File: src/rtl/mips_reg_file_pkg.sv
// Shared constants for the MIPS register file: default geometry and the
// encodings of the debug-dump sequencer states.
package mips_reg_file_pkg;

  localparam int MIPS_DATA_W   = 32;
  localparam int MIPS_ADDR_W   = 5;
  localparam int MIPS_NUM_REGS = 32;

  localparam logic [1:0] DUMP_IDLE = 2'd0;
  localparam logic [1:0] DUMP_SCAN = 2'd1;
  localparam logic [1:0] DUMP_DONE = 2'd2;

endpackage

File: src/rtl/reg_file_dump_fsm.sv
// Debug dump sequencer: walks every register index once per request and
// presents one registered word per cycle on the dbg_* outputs.
module reg_file_dump_fsm
  import mips_reg_file_pkg::*;
#(
  parameter int DATA_W   = MIPS_DATA_W,
  parameter int ADDR_W   = MIPS_ADDR_W,
  parameter int NUM_REGS = MIPS_NUM_REGS
) (
  input  logic              clk,
  input  logic              rst,
  input  logic              dbg_start_i,
  output logic [ADDR_W-1:0] rd_addr_o,
  input  logic [DATA_W-1:0] rd_data_i,
  output logic              dbg_busy_o,
  output logic              dbg_valid_o,
  output logic [ADDR_W-1:0] dbg_idx_o,
  output logic [DATA_W-1:0] dbg_data_o,
  output logic              dbg_done_o
);

  localparam logic [ADDR_W-1:0] LAST_IDX = ADDR_W'(NUM_REGS - 1);

  logic [1:0]        state_q, state_d;
  logic [ADDR_W-1:0] cnt_q, cnt_d;
  logic              busy_q, busy_d;
  logic              valid_q, valid_d;
  logic              done_q, done_d;
  logic [ADDR_W-1:0] idx_q, idx_d;
  logic [DATA_W-1:0] data_q, data_d;

  // Busy stays up through the done-pulse cycle, so a start there is refused.
  always_comb begin
    state_d = state_q;
    cnt_d   = cnt_q;
    busy_d  = busy_q & ~done_q;
    valid_d = 1'b0;
    done_d  = 1'b0;
    idx_d   = idx_q;
    data_d  = data_q;
    case (state_q)
      DUMP_IDLE: begin
        if (dbg_start_i && !busy_q) begin
          state_d = DUMP_SCAN;
          cnt_d   = '0;
          busy_d  = 1'b1;
        end
      end
      DUMP_SCAN: begin
        valid_d = 1'b1;
        idx_d   = cnt_q;
        data_d  = rd_data_i;
        cnt_d   = cnt_q + ADDR_W'(1);
        if (cnt_q == LAST_IDX) state_d = DUMP_DONE;
      end
      DUMP_DONE: begin
        done_d  = 1'b1;
        state_d = DUMP_IDLE;
      end
      default: state_d = DUMP_IDLE;
    endcase
  end

  always_ff @(posedge clk or posedge rst) begin
    if (rst) begin
      state_q <= DUMP_IDLE;
      cnt_q   <= '0;
      busy_q  <= 1'b0;
      valid_q <= 1'b0;
      done_q  <= 1'b0;
      idx_q   <= '0;
      data_q  <= '0;
    end else begin
      state_q <= state_d;
      cnt_q   <= cnt_d;
      busy_q  <= busy_d;
      valid_q <= valid_d;
      done_q  <= done_d;
      idx_q   <= idx_d;
      data_q  <= data_d;
    end
  end

  assign rd_addr_o   = cnt_q;
  assign dbg_busy_o  = busy_q;
  assign dbg_valid_o = valid_q;
  assign dbg_idx_o   = idx_q;
  assign dbg_data_o  = data_q;
  assign dbg_done_o  = done_q;

endmodule

File: src/rtl/mips_reg_file.sv
// 32 x 32 MIPS register file: one write port, two combinational read ports
// with write bypass and hard-wired zero, plus a sequential debug dump.
module mips_reg_file
  import mips_reg_file_pkg::*;
#(
  parameter int DATA_W   = MIPS_DATA_W,
  parameter int ADDR_W   = MIPS_ADDR_W,
  parameter int NUM_REGS = MIPS_NUM_REGS
) (
  input  logic              clk,
  input  logic              rst,
  input  logic              we,
  input  logic [ADDR_W-1:0] waddr,
  input  logic [DATA_W-1:0] wdata,
  input  logic [ADDR_W-1:0] raddr1,
  output logic [DATA_W-1:0] rdata1,
  input  logic [ADDR_W-1:0] raddr2,
  output logic [DATA_W-1:0] rdata2,
  input  logic              dbg_start,
  output logic              dbg_busy,
  output logic              dbg_valid,
  output logic [ADDR_W-1:0] dbg_idx,
  output logic [DATA_W-1:0] dbg_data,
  output logic              dbg_done
);

  logic [DATA_W-1:0] regs_q [NUM_REGS];
  logic [ADDR_W-1:0] raddr3;
  logic [DATA_W-1:0] rdata3;

  always_ff @(posedge clk or posedge rst) begin
    if (rst) begin
      for (int i = 0; i < NUM_REGS; i++) regs_q[i] <= '0;
    end else if (we && (waddr != '0)) begin
      regs_q[waddr] <= wdata;
    end
  end

  // Zero check wins over bypass so a discarded r0 write never leaks through.
  assign rdata1 = (raddr1 == '0) ? '0 :
                  (we && (waddr == raddr1)) ? wdata : regs_q[raddr1];
  assign rdata2 = (raddr2 == '0) ? '0 :
                  (we && (waddr == raddr2)) ? wdata : regs_q[raddr2];
  assign rdata3 = (raddr3 == '0) ? '0 :
                  (we && (waddr == raddr3)) ? wdata : regs_q[raddr3];

  reg_file_dump_fsm #(
    .DATA_W   (DATA_W),
    .ADDR_W   (ADDR_W),
    .NUM_REGS (NUM_REGS)
  ) u_dump (
    .clk         (clk),
    .rst         (rst),
    .dbg_start_i (dbg_start),
    .rd_addr_o   (raddr3),
    .rd_data_i   (rdata3),
    .dbg_busy_o  (dbg_busy),
    .dbg_valid_o (dbg_valid),
    .dbg_idx_o   (dbg_idx),
    .dbg_data_o  (dbg_data),
    .dbg_done_o  (dbg_done)
  );

endmodule

File: config.mk
export PLATFORM = sky130hd
export DESIGN_NAME = mips_reg_file
export DESIGN_NICKNAME = d
export VERILOG_FILES = /design/src/rtl/mips_reg_file_pkg.sv /design/src/rtl/reg_file_dump_fsm.sv /design/src/rtl/mips_reg_file.sv
export SDC_FILE = /design/constraint.sdc
export NUM_CORES = 2
export LEC_CHECK = 0
export CORE_MARGIN = 2
export CORE_UTILIZATION = 23
export DETAILED_ROUTE_END_ITERATION = 7
export PLACE_DENSITY_LB_ADDON = 0.25
export SETUP_SLACK_MARGIN = 0.2
export SLEW_MARGIN = 25
export SYNTH_ARGS = -nofsm -noshare
export SYNTH_HDL_FRONTEND = slang
export SYNTH_SLANG_ARGS = --single-unit
export TNS_END_PERCENT = 10
File: constraint.sdc
create_clock -name clk -period 89.9 [get_ports clk]
set_clock_uncertainty 0.05 [all_clocks]
set_input_delay 17.98 -clock clk [delete_from_list [all_inputs] [get_ports clk]]
set_output_delay 17.98 -clock clk [all_outputs]
set_load 0.03 [all_outputs]
==> reports/qor.txt <==
R2r endpoint: u_dump.dbg_data_o[21]
Hold_buf cts: 0
Initial Utilization: 23.16%
Status: finished, final reports clean
Worst-Skew Late Latency: 780 ps
Drt drc: 0
Finished Layout Cells: 8,331
GRT Total Usage: 20.22%
Syn_nets: 4,645
Largest net degree at the start of global routing: 132
Static Leak: 30.34 nW
Least-Margin Pin Slew: 1159 ps
Total number of vias: 47,112
Worst hold stages: 0
Cells after DPL: 8,100
Rel. slew slack: 22.75%
Area share of the largest cell type after synthesis: 41.39%
Prevailing post-synth register cell: dfrtp_1
Most frequent cell after synthesis: mux2_2
Worst Setup End Kind: output pin
Row Count: 194
Register area share after synthesis: 41.39%
R2R cell count: 9
DRT Wirelength: 295.6 mm
Hold wc startpoint: regs_q[1021]
Gpl congestion: 0.8165
TNS Setup: 0 ps
Multi-input logic area: 35,900 um^2
Vias in the first global route: 47,110
Register area: 26,820 um^2
Synthesized area: 64,750 um^2
Final Hold Fails: 0
Part of the cycle the worst path needs: 46.08%
Wire length per cell: 35.48 um
Fill cells: 28,711
Crit path kind: in -> out
Syn avg cell area: 14.10 um^2
RSZ-0062 raised after global routing: no
Cell variety after synth: 59
Synth top cells by count: mux2_2 (1,082), dfrtp_1 (1,071), mux4_2 (586)
Crit path launch type: input pin
Hold endpoint: regs_q[1021]
EDFF count, synth: 0
Ranking of synthesized cells by area: dfrtp_1 (41%), mux4_2 (20%), mux2_2 (19%), mux2i_1 (5.7%), clkbuf_1 (1.8%)
Initial antenna violation count: 19
Hold Crit Class: reg -> reg
Iter 0 DRT Violations: 4,939
Final setup vio count: 0
Pwr/cell area: 26.45 nW/um^2
Area growth, synth to finish: 15.31%
Maximum vdd drop: 16.21 uV
Crit-path max FO: 44
Min Tclk post-route: 41,420 ps
Grt ovf: 0
Fraction of registers with async set/reset: 100.0%
Reg2reg setup slack: 84,120 ps
Postcts setup bufs: 0
Die footprint: 285,800 um^2
Biggest area consumer among synthesized cells: dfrtp_1
Worst EP required: 71,870 ps
DPL Wire Length: 174.1 mm
Root buffer cell: clkbuf_16
Fmax: 24.14 MHz
Clock Path Buffers: 3
CTS resizes: 0
Num CTS Buffers: 119
Io pins: 155
Chip width: 534.6 um
DRT Pass-1 Iters: 8
Final ANT Viol Nets: 0
Worst Path Arrival: 23,390 ps
First-pass GRT wire length: 407.7 mm
Yosys synthesis warning count: 0
Core Region: 279,600 um^2
Clock transition at path regs: 50 ps
Share of layout cells above drive strength 1: 46.81%
# port buffers: 154
H-tree level count: 3
Reg2reg start: u_dump.rd_addr_o[0]
Die Y: 534.6 um
Vias per std cell: 5.655
Clock sink count: 1,071
Seq cells post-synth: 1,071
TritonCTS clock tree: yes
Max Slew Vio Count: 0
Post-Synthesis Cells: 4,591
Final #Nets: 4,551
Max Cap Violations: 0
==> cell type report <==
type                            instances  share of cell area, %
Inverter                               12                0.07206
Tap cell                             3724                  6.240
Clock buffer                          169                  4.632
Clock inverter                         57                 0.9836
Antenna cell                            5                0.01676
Timing Repair Buffer                  336                  4.062
Sequential cell                      1071                  35.92
Multi-Input combinational cell       2957                  48.07
==> cells in the final DEF (no fill, tap or decap), drive strengths merged, types with 14 or more instances in the layout <==
| master | instances |
|---|---|
| a211oi | 42 |
| o21ai | 59 |
| a22oi | 78 |
| nor3 | 38 |
| a221oi | 97 |
| inv | 15 |
| a22o | 25 |
| mux2 | 1090 |
| a21oi | 59 |
| buf | 193 |
| nand2 | 75 |
| clkinv | 30 |
| a221o | 40 |
| mux2i | 371 |
| o22ai | 64 |
| bufinv | 14 |
| mux4 | 586 |
| nand3 | 35 |
| nor2 | 48 |
| clkbuf | 169 |
| dfrtp | 1071 |
| a32o | 21 |
| clkdlybuf4s50 | 143 |
| o221ai | 86 |
==> flip-flops by register name (all words and copies together), names as in the netlist <==
signal,cells
regs_q,1024
u_dump.dbg_data_o,32
u_dump.dbg_idx_o,5
u_dump.rd_addr_o,5
u_dump.state_q,2
u_dump.dbg_busy_o,1
u_dump.dbg_done_o,1
u_dump.dbg_valid_o,1
==> power breakdown <==
part,switching (mW),internal [mW]
clock network,0.227,0.308
logic,0.403,0.350
registers,0.106,0.581
==> worst max-delay path: stages <==
cell	delay (ps)
buf_8	250
buf_4	440
buf_4	780
buf_4	840
buf_4	760
mux2i_1	160
a221oi_1	420
o221ai_1	180
a2bb2oi_1	170
o22ai_1	460
clkdlybuf4s50_1	790
==> per-stage QoR <==
step                power, mW  util (%)  setup slack (ps)  hold WS, ps  cell area [um^2]
CTS                     1.977     26.69             48450        370.7             74630
floorplan               1.162         -             41720        396.2             64750
global placement        1.431     25.14             48430        344.8             70300
finish                  1.975     26.70             48480        373.4             74670
detailed placement      1.437     25.19             48450        356.9             70440
global route            2.047     26.70             48170        382.1             74650
==> logic make-up after synthesis <==
family,count (synthesis),share of synthesized area (%)
AO/OA/AOI/OAI,639,7.571
XOR/XNOR,16,0.2164
buffers and inverters,563,3.812
multiplexers,2047,45.07
flip-flops,1071,41.39
AND/OR/NAND/NOR,252,1.880
adder cells (fa/ha/maj),3,0.05797
==> layer usage <==
layer | vias up | wire length (um) | track usage (%)
met5 | - | 7 | 0
met4 | 2 | 12900 | 7.801
met3 | 571 | 22930 | 4.429
met2 | 2408 | 134900 | 31.56
met1 | 25929 | 124900 | 27.25
li1 | 18202 | - | -
==> how the worst max path moves through the flow <==
stage          startpoint   endpoint  slack [ps]  cells after the start
2_1_floorplan         rst  regs_q[0]       41720                      1
3_3_place_gp    raddr1[0]  rdata1[4]       48430                     11
3_5_place_dp    raddr1[0]  rdata1[7]       48450                     11
4_1_cts         raddr1[0]  rdata1[7]       48450                     11
5_1_grt         raddr1[0]  rdata1[7]       48170                     11
6_report        raddr1[0]  rdata1[7]       48480                     11
Note: power is estimated with default switching activity, not from simulation.
